===== config.mk =====
export PLATFORM = sky130hd
export DESIGN_NAME = fft_band_equalizer
export DESIGN_NICKNAME = d
export VERILOG_FILES = /design/src/rtl/fft_band_equalizer.sv
export SDC_FILE = /design/constraint.sdc
export NUM_CORES = 1
export LEC_CHECK = 0
export BUFFER_PORTS_ARGS = -buffer_cell sky130_fd_sc_hd__buf_4
export CORE_ASPECT_RATIO = 0.7
export CORE_MARGIN = 3
export CORE_UTILIZATION = 61
export CTS_BUF_LIST = sky130_fd_sc_hd__clkbuf_8
export DETAILED_ROUTE_END_ITERATION = 8
export PLACE_DENSITY_LB_ADDON = 0.25
export SYNTH_ARGS = -nofsm -noshare
export SYNTH_HDL_FRONTEND = slang
export SYNTH_SLANG_ARGS = --single-unit

===== constraint.sdc =====
create_clock -name fft_clk -period 14.5 [get_ports fft_clk]
set_input_delay 2.175 -clock fft_clk [delete_from_list [all_inputs] [get_ports fft_clk]]
set_output_delay 2.175 -clock fft_clk [all_outputs]
set_load 0.02 [all_outputs]

===== src/rtl/fft_band_equalizer.sv =====
// Per-band complex gain stage between forward and inverse FFT streams.
// Two-stage pipeline; gains latch on frame start, framing faults are flagged sticky.
module fft_band_equalizer #(
    parameter int unsigned SAMPLES      = 4096,
    parameter int unsigned LOG2_SAMPLES = 12,
    parameter int unsigned BANDS        = 16,
    parameter int unsigned LOG2_BANDS   = 4,
    parameter logic [7:0]  UNITY        = 8'd64
) (
    input  logic                  fft_clk,
    input  logic                  reset_n,
    input  logic                  sink_valid,
    output logic                  sink_ready,
    input  logic                  sink_sop,
    input  logic                  sink_eop,
    input  logic [15:0]           sink_real,
    input  logic [15:0]           sink_imag,
    input  logic [5:0]            sink_exp,
    output logic                  source_valid,
    input  logic                  source_ready,
    output logic                  source_sop,
    output logic                  source_eop,
    output logic [15:0]           source_real,
    output logic [15:0]           source_imag,
    output logic [5:0]            source_exp,
    input  logic                  gain_we,
    input  logic [LOG2_BANDS-1:0] gain_addr,
    input  logic [7:0]            gain_data,
    input  logic                  bypass,
    output logic                  frame_err,
    input  logic                  clr_err
);

    localparam int unsigned SHIFT = LOG2_SAMPLES - 1 - LOG2_BANDS;

    typedef logic [LOG2_SAMPLES-1:0] bin_t;
    typedef logic [LOG2_SAMPLES:0]   wide_t;

    localparam bin_t  LAST_BIN = bin_t'(SAMPLES - 1);
    localparam bin_t  ONE_BIN  = bin_t'(1);
    localparam wide_t HALF_W   = wide_t'(SAMPLES / 2);
    localparam wide_t FULL_W   = wide_t'(SAMPLES);
    localparam wide_t BANDS_W  = wide_t'(BANDS);

    typedef enum logic [0:0] {StIdle, StRun} state_e;

    // Mirror bins k and SAMPLES-k onto the same band; Nyquist lands past the top band.
    function automatic logic [LOG2_BANDS-1:0] band_of(input bin_t k);
        wide_t kx, m, b;
        kx = {1'b0, k};
        m  = (kx < HALF_W) ? kx : FULL_W - kx;
        b  = m >> SHIFT;
        if (b >= BANDS_W) begin
            band_of = LOG2_BANDS'(BANDS - 1);
        end else begin
            band_of = b[LOG2_BANDS-1:0];
        end
    endfunction

    function automatic logic [15:0] scale(input logic signed [15:0] x, input logic [7:0] g);
        logic signed [24:0] p;
        logic signed [18:0] r;
        p = 25'(x) * 25'($signed({1'b0, g}));
        r = p[24:6];
        if (r > 19'sd32767) begin
            scale = 16'h7fff;
        end else if (r < -19'sd32768) begin
            scale = 16'h8000;
        end else begin
            scale = r[15:0];
        end
    endfunction

    state_e                  state_q, state_d;
    bin_t                    k_q, k_d, idx;
    logic                    en, acc, fwd, out_eop, err_set;
    logic [7:0]              pend_q [BANDS];
    logic [7:0]              pend_d [BANDS];
    logic [7:0]              act_q  [BANDS];
    logic                    bypass_q;
    logic [LOG2_BANDS-1:0]   band_sel;
    logic [7:0]              gain_sel;

    logic                    s1_valid, s1_sop, s1_eop;
    logic [15:0]             s1_real, s1_imag;
    logic [7:0]              s1_gain;
    logic [5:0]              s1_exp;

    assign en         = !source_valid || source_ready;
    assign sink_ready = en;
    assign acc        = sink_valid && en;

    always_comb begin
        pend_d = pend_q;
        if (gain_we) begin
            pend_d[gain_addr] = gain_data;
        end
    end

    always_comb begin
        state_d = state_q;
        k_d     = k_q;
        err_set = 1'b0;
        fwd     = 1'b0;
        out_eop = sink_eop;
        idx     = sink_sop ? '0 : k_q;
        if (acc) begin
            if (state_q == StIdle && !sink_sop) begin
                err_set = 1'b1;
            end else begin
                fwd = 1'b1;
                if (state_q == StRun && sink_sop) begin
                    err_set = 1'b1;
                end
                if (sink_eop) begin
                    state_d = StIdle;
                    k_d     = '0;
                    if (idx != LAST_BIN) begin
                        err_set = 1'b1;
                    end
                end else if (idx == LAST_BIN) begin
                    // Frame overran without eop: close it ourselves.
                    out_eop = 1'b1;
                    err_set = 1'b1;
                    state_d = StIdle;
                    k_d     = '0;
                end else begin
                    state_d = StRun;
                    k_d     = idx + ONE_BIN;
                end
            end
        end
    end

    // The sop beat sees the freshly copied table, including a same-cycle write.
    always_comb begin
        band_sel = band_of(idx);
        if (sink_sop) begin
            gain_sel = bypass ? UNITY : pend_d[band_sel];
        end else begin
            gain_sel = bypass_q ? UNITY : act_q[band_sel];
        end
    end

    always_ff @(posedge fft_clk or negedge reset_n) begin
        if (!reset_n) begin
            state_q      <= StIdle;
            k_q          <= '0;
            bypass_q     <= 1'b0;
            frame_err    <= 1'b0;
            for (int i = 0; i < BANDS; i++) begin
                pend_q[i] <= UNITY;
                act_q[i]  <= UNITY;
            end
            s1_valid     <= 1'b0;
            s1_sop       <= 1'b0;
            s1_eop       <= 1'b0;
            s1_real      <= '0;
            s1_imag      <= '0;
            s1_gain      <= '0;
            s1_exp       <= '0;
            source_valid <= 1'b0;
            source_sop   <= 1'b0;
            source_eop   <= 1'b0;
            source_real  <= '0;
            source_imag  <= '0;
            source_exp   <= '0;
        end else begin
            pend_q  <= pend_d;
            state_q <= state_d;
            k_q     <= k_d;
            if (err_set) begin
                frame_err <= 1'b1;
            end else if (clr_err) begin
                frame_err <= 1'b0;
            end
            if (acc && sink_sop) begin
                act_q    <= pend_d;
                bypass_q <= bypass;
                s1_exp   <= sink_exp;
            end
            if (en) begin
                s1_valid     <= fwd;
                s1_sop       <= fwd && sink_sop;
                s1_eop       <= fwd && out_eop;
                s1_real      <= sink_real;
                s1_imag      <= sink_imag;
                s1_gain      <= gain_sel;
                source_valid <= s1_valid;
                source_sop   <= s1_valid && s1_sop;
                source_eop   <= s1_valid && s1_eop;
                source_real  <= scale(s1_real, s1_gain);
                source_imag  <= scale(s1_imag, s1_gain);
                if (s1_valid && s1_sop) begin
                    source_exp <= s1_exp;
                end
            end
        end
    end

endmodule


==> metrics <==
CP Launch Type=flip-flop; number of synthesized register bits=between 300 and 400; Hold Buf Count CTS=0; global-route wire length before repair=around 100 mm; initial drt markers=around 1.5k; Finish-stage setup viols=0; DPL Wire Length=about 42 mm; crit path cell chain=nand2_1 > fa_1 > inv_1 > fa_1 > fa_1 > inv_1 > fa_1 > inv_1 > ha_1 > and3_1 > a221o_1 > a21oi_1 > a21oi_1 > o211a_1 > nor3_1 > a21oi_2 > a221o_1; Netlist cell types=between 70 and 80; DRC=0; Clock Sink Count=approximately 360; IO buf count=101; R2R Setup Slk=about 7.6 ns; critical path class=reg2reg; Via density=5.78; Worst Hold Depth=1; sequential element share of the synthesized area=0.370; worst endpoint required time=15.01 ns; CTS Buf Count=between 50 and 60; Core ar.=about 39000 µm²; Max FO, Critical Path=31; Synthesis Warnings=0; Clk Latency, worst-skew pair=0.63 ns; P_leak=about 13 nW; num ports=102; pre-CTS WS=7.59 ns; Worst path most repeated cell=fa_1; Routed WL=a little under 60 mm; drt first pass iters=7; Root Driver=clkbuf_8; CP max stage cell=dfrtp_1; Initial Util=0.627; Pwr Density=slightly above 200 nW/µm²; Relative slew margins=0.121; # diodes=0; Final Instance Area=roughly 27000 µm²; Max Freq=between 0.1 and 0.15 GHz; initial antenna violation count=0; Clk pin slew, worst setup/hold paths=~0.06 ns; vias in the first global route=around 18k; Post-CTS Repair Setup Buffers=0; RePlAce Congestion=around 0.89; Min-Delay Path Class=reg2reg; worst hold slack=around 0.48 ns; Die H=about 170 µm; Post-synth EDFFs=0; crit path capture type=flip-flop; CP peak stage delay=between 1 and 1.5 ns; largest net degree at the start of global routing=171; VDD IR max=0.000197 V; post-route minimum period=just under 7 ns; full die area=~43000 µm²; # H-tree levels=2; syn_area_per_cell=between 10 and 15 µm²; area share of the largest cell type after synthesis=0.336; max_cap viols=0; Clock Path Buffers=3; setup_tns=0 ns; top cells by area, synth=dfrtp_1 (34%), fa_1 (17%), mux2_2 (9.7%); Final Non-Filler Cells=between 2k and 3k; biggest area consumer among synthesized cells=dfrtp_1; CTS tree=built; via count=approximately 17k; final core utilization=0.685; row count=60; Mapped Area=around 24000 µm²; post-CTS resize count=0; Die Wd=245 µm; Worst Reg-to-Reg Cells=17; Mapped Nets=around 2.7k; Slew @ Worst Pin=1.32 ns; placed insts=2863; Avg WL per Cell=a little under 20 µm; multi-input logic area=13800 µm²; final hold vios=0; final setup margin=~7.6 ns; status=complete, no violations; nets=2750; Storage cell area=9070 µm²; Most used DFF post-synth=dfrtp_1; post-route ant nets=0; area grow syn2layout=9.20%; Setup Skew=~0.027 ns; global route overflow=0; Final Slew Violations=0; placed instance area=approximately 26000 µm²; crit share post-route=0.478; aggregate global-route resource usage=0.285; cells after synthesis=~2.3k; RSZ-0062 raised after global routing=no; fill count=between 2k and 3k; Tot Pwr=5.43 mW; layout cell share with drive strength beyond 1=0.192; CP arrival=7.44 ns; Post-synth ARST share=1.00
-- synth_stat cells (all sizes together), types with 3 or more instances --
library cell,number
a211o,12
a211oi,32
a21o,11
a21oi,88
a221o,18
a22o,3
a22oi,4
a31oi,4
a32o,4
and2,139
and3,38
and4,4
buf,24
clkbuf,91
dfrtp,329
dfstp,32
fa,202
ha,95
inv,311
mux2,210
mux2i,56
nand2,276
nand2b,11
nand3,13
nand3b,4
nand4,11
nor2,115
nor2b,10
nor3,16
nor4,7
o211ai,8
o21a,7
o21ai,32
o21ba,4
o221ai,3
o22ai,10
o31ai,5
o41ai,5
or2,4
or3,7
xnor2,33
xor2,15
-- cells in the final DEF, fill, tap and decap left out, drive strengths merged, types with 5 or more instances in the layout --
cell type  count
buf          118
ha            95
xnor2         33
a211oi        32
nand3         13
and3          38
fa           202
o21ai         32
nand2b        11
o211ai         8
clkbuf        70
a21o          11
nand2        276
nor3          16
inv          334
a21oi         88
nor2         115
clkinv         7
o31ai          5
o21a           7
a221o         18
nor2b         10
mux2         210
a211o         12
o22ai         10
nand4         11
dfstp         32
xor2          15
mux2i         56
or3            7
nor4           7
o41ai          5
and2         139
dfrtp        329
-- worst max-delay path, delay by kind of cell (launching register included) --
kind | cells | cell delay (ns)
adder cells (fa/ha/maj) | 5 | 2.65
AO/OA/AOI/OAI | 6 | 1.65
flip-flops | 1 | 1.15
AND/OR/NAND/NOR | 3 | 1.12
buffers and inverters | 3 | 0.25
-- routing by layer --
metal / track usage / up-vias / wire length (µm)
li1: - / 7757 / -
met1: 0.426 / 8635 / 26700
met2: 0.416 / 628 / 25500
met3: 0.0753 / 106 / 5140
met4: 0.0755 / 0 / 1550
met5: 0 / - / 0
-- report_power, final --
part           total (mW)  switching (mW)  internal (mW)
combinational        2.99            1.69           1.29
clock               0.884           0.413          0.471
sequential           1.56           0.212           1.34
-- worst paths after layout --
check	start	to
max	s1_gain[0]	source_imag[14]
min	source_sop	source_sop
max reg2reg	s1_gain[0]	source_imag[14]
min reg2reg	source_sop	source_sop
max in group asynchronous	reset_n	pend_q[120]
min in group asynchronous	reset_n	pend_q[0]
-- cells by family after synthesis --
kind of cell               Yosys count  synth area share
and+or+nand+nor                    662             0.131
buffers and inverters              427            0.0684
DFF                                361             0.370
adders and majority gates          297             0.214
AOI/OAI and AO/OA                  271            0.0792
muxes                              267             0.120
xor gates and xnor gates            48            0.0172
-- sequential cells by signal (all words and copies together), names as in the netlist --
signal        count
s1_imag          16
source_exp        6
source_valid      1
frame_err         1
s1_real          16
s1_sop            1
s1_eop            1
pend_q          128
act_q           128
s1_gain           8
source_eop        1
k_q              12
source_real      16
source_sop        1
s1_exp            6
bypass_q          1
state_q           1
source_imag      16
s1_valid          1
-- layout make-up --
class | instances | share of cell area
Inverter | 312 | 0.0438
Clock inverter | 32 | 0.00744
Tap cell | 527 | 0.0247
Timing Repair Buffer | 118 | 0.0339
Clock buffer | 70 | 0.0360
Sequential cell | 361 | 0.339
Multi-Input combinational cell | 1545 | 0.515
No activity file was read; power rests on OpenSTA's default activity.
